File: src/rtl/seq_det_pkg.sv
// Shared defaults and helpers for the serial sequence detector.
package seq_det_pkg;

  localparam int          DEF_PAT_W   = 3;
  localparam logic [2:0]  DEF_PATTERN = 3'b110;
  localparam int          DEF_CNT_W   = 8;

  // Width needed to hold a fill count in 0..pat_w inclusive.
  function automatic int fill_w(input int pat_w);
    return $clog2(pat_w + 1);
  endfunction

endpackage

File: src/rtl/sat_counter.sv
// Saturating up-counter with synchronous clear; holds at all-ones instead of wrapping.
module sat_counter #(
  parameter int W = 8
) (
  input  logic         clk,
  input  logic         reset,
  input  logic         clr,
  input  logic         inc,
  output logic [W-1:0] q
);

  always_ff @(posedge clk or posedge reset) begin
    if (reset) begin
      q <= '0;
    end else if (clr) begin
      q <= '0;
    end else if (inc && (q != {W{1'b1}})) begin
      q <= q + 1'b1;
    end
  end

endmodule

File: src/rtl/seq_detect_param.sv
// Parameterised serial pattern detector with registered match pulse.
// Match counter is built only when SEQ_DETECT_CNT_EN is defined; otherwise match_count is 0.
module seq_detect_param
  import seq_det_pkg::*;
#(
  parameter int               PAT_W   = DEF_PAT_W,
  parameter logic [PAT_W-1:0] PATTERN = PAT_W'(DEF_PATTERN),
  parameter int               OVERLAP = 1,
  parameter int               CNT_W   = DEF_CNT_W
) (
  input  logic             clk,
  input  logic             reset,
  input  logic             din,
  input  logic             din_valid,
  input  logic             clear,
  output logic             dout,
  output logic [CNT_W-1:0] match_count
);

  localparam int FW = fill_w(PAT_W);

  logic [PAT_W-1:0] hist;
  logic [PAT_W-1:0] window;
  logic [FW-1:0]    fill;
  logic [FW-1:0]    fill_nxt;
  logic             match;

  always_comb begin
    window   = (hist << 1) | PAT_W'(din);
    match    = din_valid && !clear && (fill >= FW'(PAT_W - 1)) && (window == PATTERN);
    fill_nxt = fill;
    // Non-overlapping mode discards the used bits so the next match needs a full fresh pattern.
    if (match && (OVERLAP == 0)) begin
      fill_nxt = '0;
    end else if (fill != FW'(PAT_W)) begin
      fill_nxt = fill + 1'b1;
    end
  end

  always_ff @(posedge clk or posedge reset) begin
    if (reset) begin
      hist <= '0;
      fill <= '0;
      dout <= 1'b0;
    end else begin
      dout <= match;
      if (clear) begin
        hist <= '0;
        fill <= '0;
      end else if (din_valid) begin
        hist <= window;
        fill <= fill_nxt;
      end
    end
  end

`ifdef SEQ_DETECT_CNT_EN
  sat_counter #(.W(CNT_W)) u_cnt (
    .clk   (clk),
    .reset (reset),
    .clr   (clear),
    .inc   (match),
    .q     (match_count)
  );
`else
  assign match_count = '0;
`endif

endmodule

File: config.mk
export PLATFORM = sky130hd
export DESIGN_NAME = seq_detect_param
export DESIGN_NICKNAME = d
export VERILOG_FILES = /design/src/rtl/seq_det_pkg.sv /design/src/rtl/sat_counter.sv /design/src/rtl/seq_detect_param.sv
export SDC_FILE = /design/constraint.sdc
export NUM_CORES = 1
export LEC_CHECK = 0
export ABC_AREA = 1
export CORE_AREA = 2 2 39 41
export DETAILED_ROUTE_END_ITERATION = 10
export DIE_AREA = 0 0 41 43
export DONT_BUFFER_PORTS = 1
export GPL_ROUTABILITY_DRIVEN = 0
export GPL_TIMING_DRIVEN = 0
export PLACE_DENSITY = 0.49
export SYNTH_ARGS = -nofsm -noshare
export SYNTH_HDL_FRONTEND = slang
export SYNTH_SLANG_ARGS = --single-unit
File: constraint.sdc
create_clock -name clk -period 1.21 [get_ports clk]
set_input_delay 0.0605 -clock clk [delete_from_list [all_inputs] [get_ports clk]]
set_output_delay 0.0605 -clock clk [all_outputs]
set_load 0.02 [all_outputs]
==> flow_metrics.env, run 1 <==
export IMPL_reg2reg_to="fill[1]"
export IMPL_clk_latency_ns=0.24
export IMPL_synth_cell_type_count=11
export IMPL_finalCriticalPeriod_ns=1.01
export IMPL_startpoint_type="flip-flop"
export IMPL_port_buffers=0
export IMPL_peakVddDrop_v=0.000379
export IMPL_pre_cts_slack_ns=0.208
export IMPL_finalWirelength_um=580
export IMPL_setup_viol=0
export IMPL_grt_max_degree=7
export IMPL_area_growth_syn_to_layout_pct=34.2
export IMPL_initialDrtViolationCount=13
export IMPL_cts_root_buf="clkbuf_4"
export IMPL_required_ns=1.39
export IMPL_dr_pass1_iters=4
export IMPL_synthesis_area_um2=329
export IMPL_status="finished, final reports clean"
export IMPL_dieArea_um2=1760
export IMPL_worst_r2r_setup_slack_ns=0.20
export IMPL_synth_yosys_seq_area_share_pct=38.0
export IMPL_leakagePower_nw=0.252
export IMPL_r2r_cells=5
export IMPL_htree_levels=1
export IMPL_met1_usage_pct=12.1
export IMPL_slowest_stage="dfrtp_1"
export IMPL_end_kind="flip-flop"
export IMPL_cts_tree="built"
export IMPL_chipHeight_um=43
export IMPL_cts_sinks=5
export IMPL_vias=261
export IMPL_grt_ovfl_total=0
export IMPL_dpl_cell_area_um2=375
export IMPL_seq_power_share_pct=39.2
export IMPL_crit_chain="inv_1, ha_1, nand3_1, nand2_1, nor2_1"
export IMPL_min_period_over_period_pct=83.3
export IMPL_drv_slew=0
export IMPL_path_class="flip-flop to flip-flop"
export IMPL_postLayoutCoreUtil_pct=31.9
export IMPL_p_per_area_nw_per_um2=1070
export IMPL_crit_start="fill[0]"
export IMPL_busiest_layer="met2"
export IMPL_met2_usage_pct=12.8
export IMPL_critPathMaxStageDelay_ns=0.40
export IMPL_diodes=0
export IMPL_timing_fmax_ghz=0.992
export IMPL_rows=14
export IMPL_io_pins=14
export IMPL_detail_route_antenna_nets=0
export IMPL_clockPowerShare_pct=41.3
export IMPL_fin_ws_ns=0.202
export IMPL_yosys_register_bits=5
export IMPL_crit_fanout=4
export IMPL_timing_rr_start="fill[0]"
export IMPL_ys_warn_count=0
export IMPL_dieWidth_um=41
export IMPL_intPower_mw=0.342
export IMPL_netlist_instances=42
export IMPL_grt_setup_unrepaired="no"
export IMPL_clk_transition_reported_paths_ns=0.05
export IMPL_vias_per_cell=3.58
export IMPL_syn_avg_cell_area_um2=7.83
export IMPL_arrival_ns=1.18
export IMPL_met3_usage_pct=5.24
export IMPL_drive_above_1_share_pct=22.8
export IMPL_nets=65
export IMPL_finClkSkew_ns=0.00528
export IMPL_finalInstanceArea_um2=442
export IMPL_hold_viol=0
export IMPL_cts_max_path_buffers=2
export IMPL_routedWlPerCell_um=7.95
export IMPL_hold_class="input pin to flip-flop"
export IMPL_cts_resized=0
export IMPL_numCtsBuffers=3
export IMPL_p_comb_share_pct=19.5
export IMPL_core_area_um2=1380
export IMPL_grt_pass1_wl_um=1120
export IMPL_initial_core_util_pct=23.8
export IMPL_nFillCells=146
export IMPL_grt_pass1_vias=249
export IMPL_swShare_pct=28.0
export IMPL_drc=0
export IMPL_power_switching_mw=0.133
export IMPL_tns_ns=0
export IMPL_hpwl_um=455
export IMPL_track_usage_pct=10.1
export IMPL_antenna_found_initial=0
export IMPL_critPathCapture="fill[1]"
export IMPL_max_cap_violations=0
## flip-flops by register name (all words and copies together), names as in the netlist
register / count
hist: 2
fill: 2
dout: 1
## layout by cell type (no fill, tap or decap)
| cell type | count |
|---|---|
| a21oi_1 | 2 |
| buf_4 | 8 |
| clkbuf_1 | 1 |
| clkbuf_4 | 3 |
| conb_1 | 8 |
| dfrtp_1 | 5 |
| dlygate4sd3_1 | 4 |
| ha_1 | 2 |
| inv_1 | 8 |
| nand2_1 | 6 |
| nand3_1 | 5 |
| nand3_2 | 1 |
| nor2_1 | 3 |
| nor2_2 | 1 |
## synth_stat cells
| master | n | area, um^2 |
|---|---|---|
| buf_4 | 8 | 60.1 |
| inv_1 | 8 | 30.0 |
| dfrtp_1 | 5 | 125 |
| nand3_1 | 5 | 25.0 |
| nand2_1 | 6 | 22.5 |
| nor2_1 | 3 | 11.3 |
| conb_1 | 1 | 3.75 |
| ha_1 | 2 | 25.0 |
| nor2_2 | 1 | 6.26 |
| a21oi_1 | 2 | 10.0 |
| nand3_2 | 1 | 10.0 |
## layer usage
metal	wire length [um]	part of all wire [%]
met5	0	0
met4	0	0
met3	51	8.8
met2	278	48
met1	250	43
## layout make-up
class / instances / area, um^2 / area share (%)
multi-input cells: 28 / 140 / 31.7
repair buffers: 4 / 40.0 / 9.07
plain buffers: 8 / 60.1 / 13.6
clock buffers: 4 / 26.3 / 5.95
flip-flops and latches: 5 / 125 / 28.3
inverters: 8 / 30.0 / 6.80
well taps: 16 / 20.0 / 4.53
## cell families (layout without fill, tap and decap cells)
family | Yosys count | count (layout) | synth area share, %
AOI/OAI and AO/OA | 2 | 2 | 3.04
adders and majority gates | 2 | 2 | 7.60
other | 1 | 8 | 1.14
DFF | 5 | 5 | 38.0
and+or+nand+nor | 16 | 16 | 22.8
buffers and inverters | 16 | 24 | 27.4
## worst min-delay path by stage
| stage | start | to | cells after the start |
|---|---|---|---|
| 2_1_floorplan | reset | dout | 1 |
| 3_3_place_gp | reset | dout | 1 |
| 3_5_place_dp | reset | hist[1] | 1 |
| 4_1_cts | clear | fill[0] | 3 |
| 5_1_grt | clear | fill[0] | 3 |
| 6_report | clear | fill[1] | 3 |
## power groups by stage
stage	Sequential, mW	Combinational [mW]	Clock, mW
after floorplan	0.186	0.0731	0
after global placement	0.188	0.0780	0
after detailed placement	0.189	0.0787	0
after CTS	0.186	0.0924	0.205
after global routing	0.188	0.108	0.228
final	0.186	0.0924	0.196
## repair_timing
item | 4_1_cts | 5_1_grt
setup endpoints to repair | 0 | 0
hold buffers | 4 | 0
hold endpoints to repair | 10 | 0
setup buffers | 0 | 0
## through the flow
step                std cells  hold slack [ns]  power, mW
floorplan                  49           -0.161      0.259
global placement           65           -0.135      0.266
detailed placement         65           -0.129      0.268
CTS                        73           0.0521      0.484
global route               73           0.0765      0.525
finish                     73           0.0578      0.474
## critical path, delay by kind of cell (launching register included)
kind                       cells  cell delay (ns)
and+or+nand+nor                3             0.21
adders and majority gates      1             0.28
buffers and inverters          1             0.06
DFF                            1             0.40
Note: power is estimated with default switching activity, not from simulation.
==> run 2: changes to the inputs <==
- clock period: 1.21 -> 1 ns (I/O delays scaled with it)
==> run 2 against run 1 <==
Against the previous run:
- hold slack worse by 0.010 ns
- via count grew 3.4%
- combinational power up 36%
- worst setup slack got worse by 0.18 ns
- register-to-register slack worse by 0.18 ns
- global-route usage is 0.20 points higher
- clock skew shrank 0.0021 ns
- flip-flop and latch count is the same
- clock power grew 20%
- first-iteration DRC count stayed put
- critical path type unchanged
- largest cell class unchanged
- non-clock buffer count rose by 2
==> flow_metrics.env, run 2 (synthesis gave the netlist of run 1 again) <==
export IMPL_grt_setup_unrepaired="yes"
export IMPL_clk_latency_ns=0.24
export IMPL_finClkSkew_ns=0.00322
export IMPL_dieWidth_um=41
export IMPL_io_pins=14
export IMPL_antenna_found_initial=0
export IMPL_hold_viol=0
export IMPL_port_buffers=0
export IMPL_leakagePower_nw=0.264
export IMPL_grt_pass1_vias=256
export IMPL_timing_rr_start="fill[0]"
export IMPL_power_mw=0.585
export IMPL_end_kind="flip-flop"
export IMPL_grt_max_degree=8
export IMPL_drc=0
export IMPL_diodes=0
export IMPL_initial_core_util_pct=23.8
export IMPL_finalCriticalPeriod_ns=0.980
export IMPL_nets=67
export IMPL_grt_pass1_wl_um=1150
export IMPL_dr_pass1_iters=4
export IMPL_crit_start="fill[0]"
export IMPL_chipHeight_um=43
export IMPL_cts_max_path_buffers=2
export IMPL_dieArea_um2=1760
export IMPL_cts_root_buf="clkbuf_4"
export IMPL_hpwl_um=455
export IMPL_critPathCapture="fill[1]"
export IMPL_crit_fanout=4
export IMPL_drive_above_1_share_pct=28.8
export IMPL_slowest_stage="dfrtp_1"
export IMPL_initialDrtViolationCount=13
export IMPL_reg2reg_to="fill[1]"
export IMPL_worst_r2r_setup_slack_ns=0.02
export IMPL_setup_viol=0
export IMPL_dp_cells=65
export IMPL_crit_chain="ha_1, inv_2, nand3_1, nand2_1, nor2_1"
export IMPL_layout_common_cells="buf_4 (11), conb_1 (8), inv_1 (7)"
export IMPL_p_comb_share_pct=21.5
export IMPL_routedWlPerCell_um=8.00
export IMPL_finalWirelength_um=600
export IMPL_path_class="flip-flop to flip-flop"
export IMPL_pre_cts_slack_ns=-0.00189
export IMPL_status="finished, final reports clean"
export IMPL_seq_power_share_pct=38.3
export IMPL_swShare_pct=27.6
export IMPL_required_ns=1.13
export IMPL_min_period_over_period_pct=98.0
export IMPL_grt_ovfl_total=0
export IMPL_vias_per_cell=3.60
export IMPL_reg_top3="fill (2), hist (2), dout (1)"
export IMPL_hold_class="input pin to flip-flop"
export IMPL_track_usage_pct=10.3
export IMPL_clk_transition_reported_paths_ns=0.05
export IMPL_timing_fmax_ghz=1.02
export IMPL_rows=14
export IMPL_core_area_um2=1380
export IMPL_nFillCells=149
export IMPL_critPathMaxStageDelay_ns=0.40
export IMPL_peakVddDrop_v=0.000467
export IMPL_max_cap_violations=0
export IMPL_postLayoutCoreUtil_pct=32.8
export IMPL_p_per_area_nw_per_um2=1290
export IMPL_intPower_mw=0.423
export IMPL_vias=270
export IMPL_fin_ws_ns=0.0204
export IMPL_drv_slew=0
export IMPL_startpoint_type="flip-flop"
export IMPL_cts_sinks=5
export IMPL_layoutNonFillerInstCount=75
export IMPL_area_growth_syn_to_layout_pct=38.0
export IMPL_detail_route_antenna_nets=0
export IMPL_htree_levels=1
export IMPL_clockPowerShare_pct=40.1
export IMPL_r2r_cells=5
export IMPL_arrival_ns=1.11
export IMPL_cts_tree="built"
export IMPL_power_switching_mw=0.162
export IMPL_final_common_cell="buf_4"
export IMPL_numCtsBuffers=3
export IMPL_fin_hold_ws_ns=0.0476
==> run 2: cell count changes in the layout (fill, tap and decap cells not counted) <==
cell	change
inv_2	+1
inv_1	-1
buf_4	+3
dlygate4sd3_1	-1
==> run 2: worst max-delay path: cells and delay by family (launching register included) <==
family        cells  cell delay [ns]
fa+ha+maj         1             0.21
flops             1             0.40
simple gates      3             0.18
buf+inv           1             0.07
==> run 2: worst min path at each step <==
| stage | startpoint | end | slack (ns) | cells past startpoint |
|---|---|---|---|---|
| after global placement | reset | dout | -0.15 | 1 |
| final | clear | fill[0] | 0.05 | 3 |
| after global routing | clear | fill[0] | 0.07 | 3 |
| after floorplan | reset | dout | -0.17 | 1 |
| after CTS | clear | fill[0] | 0.04 | 3 |
| after detailed placement | reset | hist[1] | -0.14 | 1 |
==> run 2: layout make-up <==
| class | instances | area [um^2] | area share, % |
|---|---|---|---|
| repair buffers | 6 | 52.6 | 11.6 |
| flip-flops and latches | 5 | 125 | 27.5 |
| well taps | 16 | 20.0 | 4.41 |
| multi-input cells | 28 | 140 | 30.9 |
| clock buffers | 4 | 26.3 | 5.79 |
| plain buffers | 8 | 60.1 | 13.2 |
| inverters | 8 | 30.0 | 6.61 |
==> run 2: what timing repair did <==
action | 4_1_cts | 5_1_grt
gates resized for setup | 0 | 1
setup buffers | 1 | 2
pin swaps | 0 | 1
endpoints found under the hold margin | 10 | 0
hold buffers | 3 | 0
endpoints found under the setup margin | 2 | 3
==> run 2: stage by stage <==
stage / setup TNS (ns) / area (um^2)
final: 0 / 454
after global routing: -0.148 / 454
after CTS: 0 / 439
after detailed placement: -0.00189 / 375
after global placement: -0.00788 / 375
after floorplan: 0 / 355
==> run 2: power by group through the flow <==
stage | combinational [mW] | sequential, mW | clock, mW
finish | 0.126 | 0.224 | 0.235
global placement | 0.0944 | 0.228 | 0
global route | 0.145 | 0.226 | 0.277
detailed placement | 0.0952 | 0.229 | 0
floorplan | 0.0884 | 0.225 | 0
CTS | 0.115 | 0.225 | 0.249
==> run 2: routing by layer <==
metal / GRT usage [%] / part of all wire [%] / vias to the layer above / wire [um]
met2: 13.4 / 50 / 10 / 299
li1: - / - / 146 / -
met3: 5.24 / 8.7 / 0 / 52
met1: 12.1 / 41 / 114 / 248
met5: 0 / 0 / - / 0
met4: 8.00 / 0 / 0 / 0
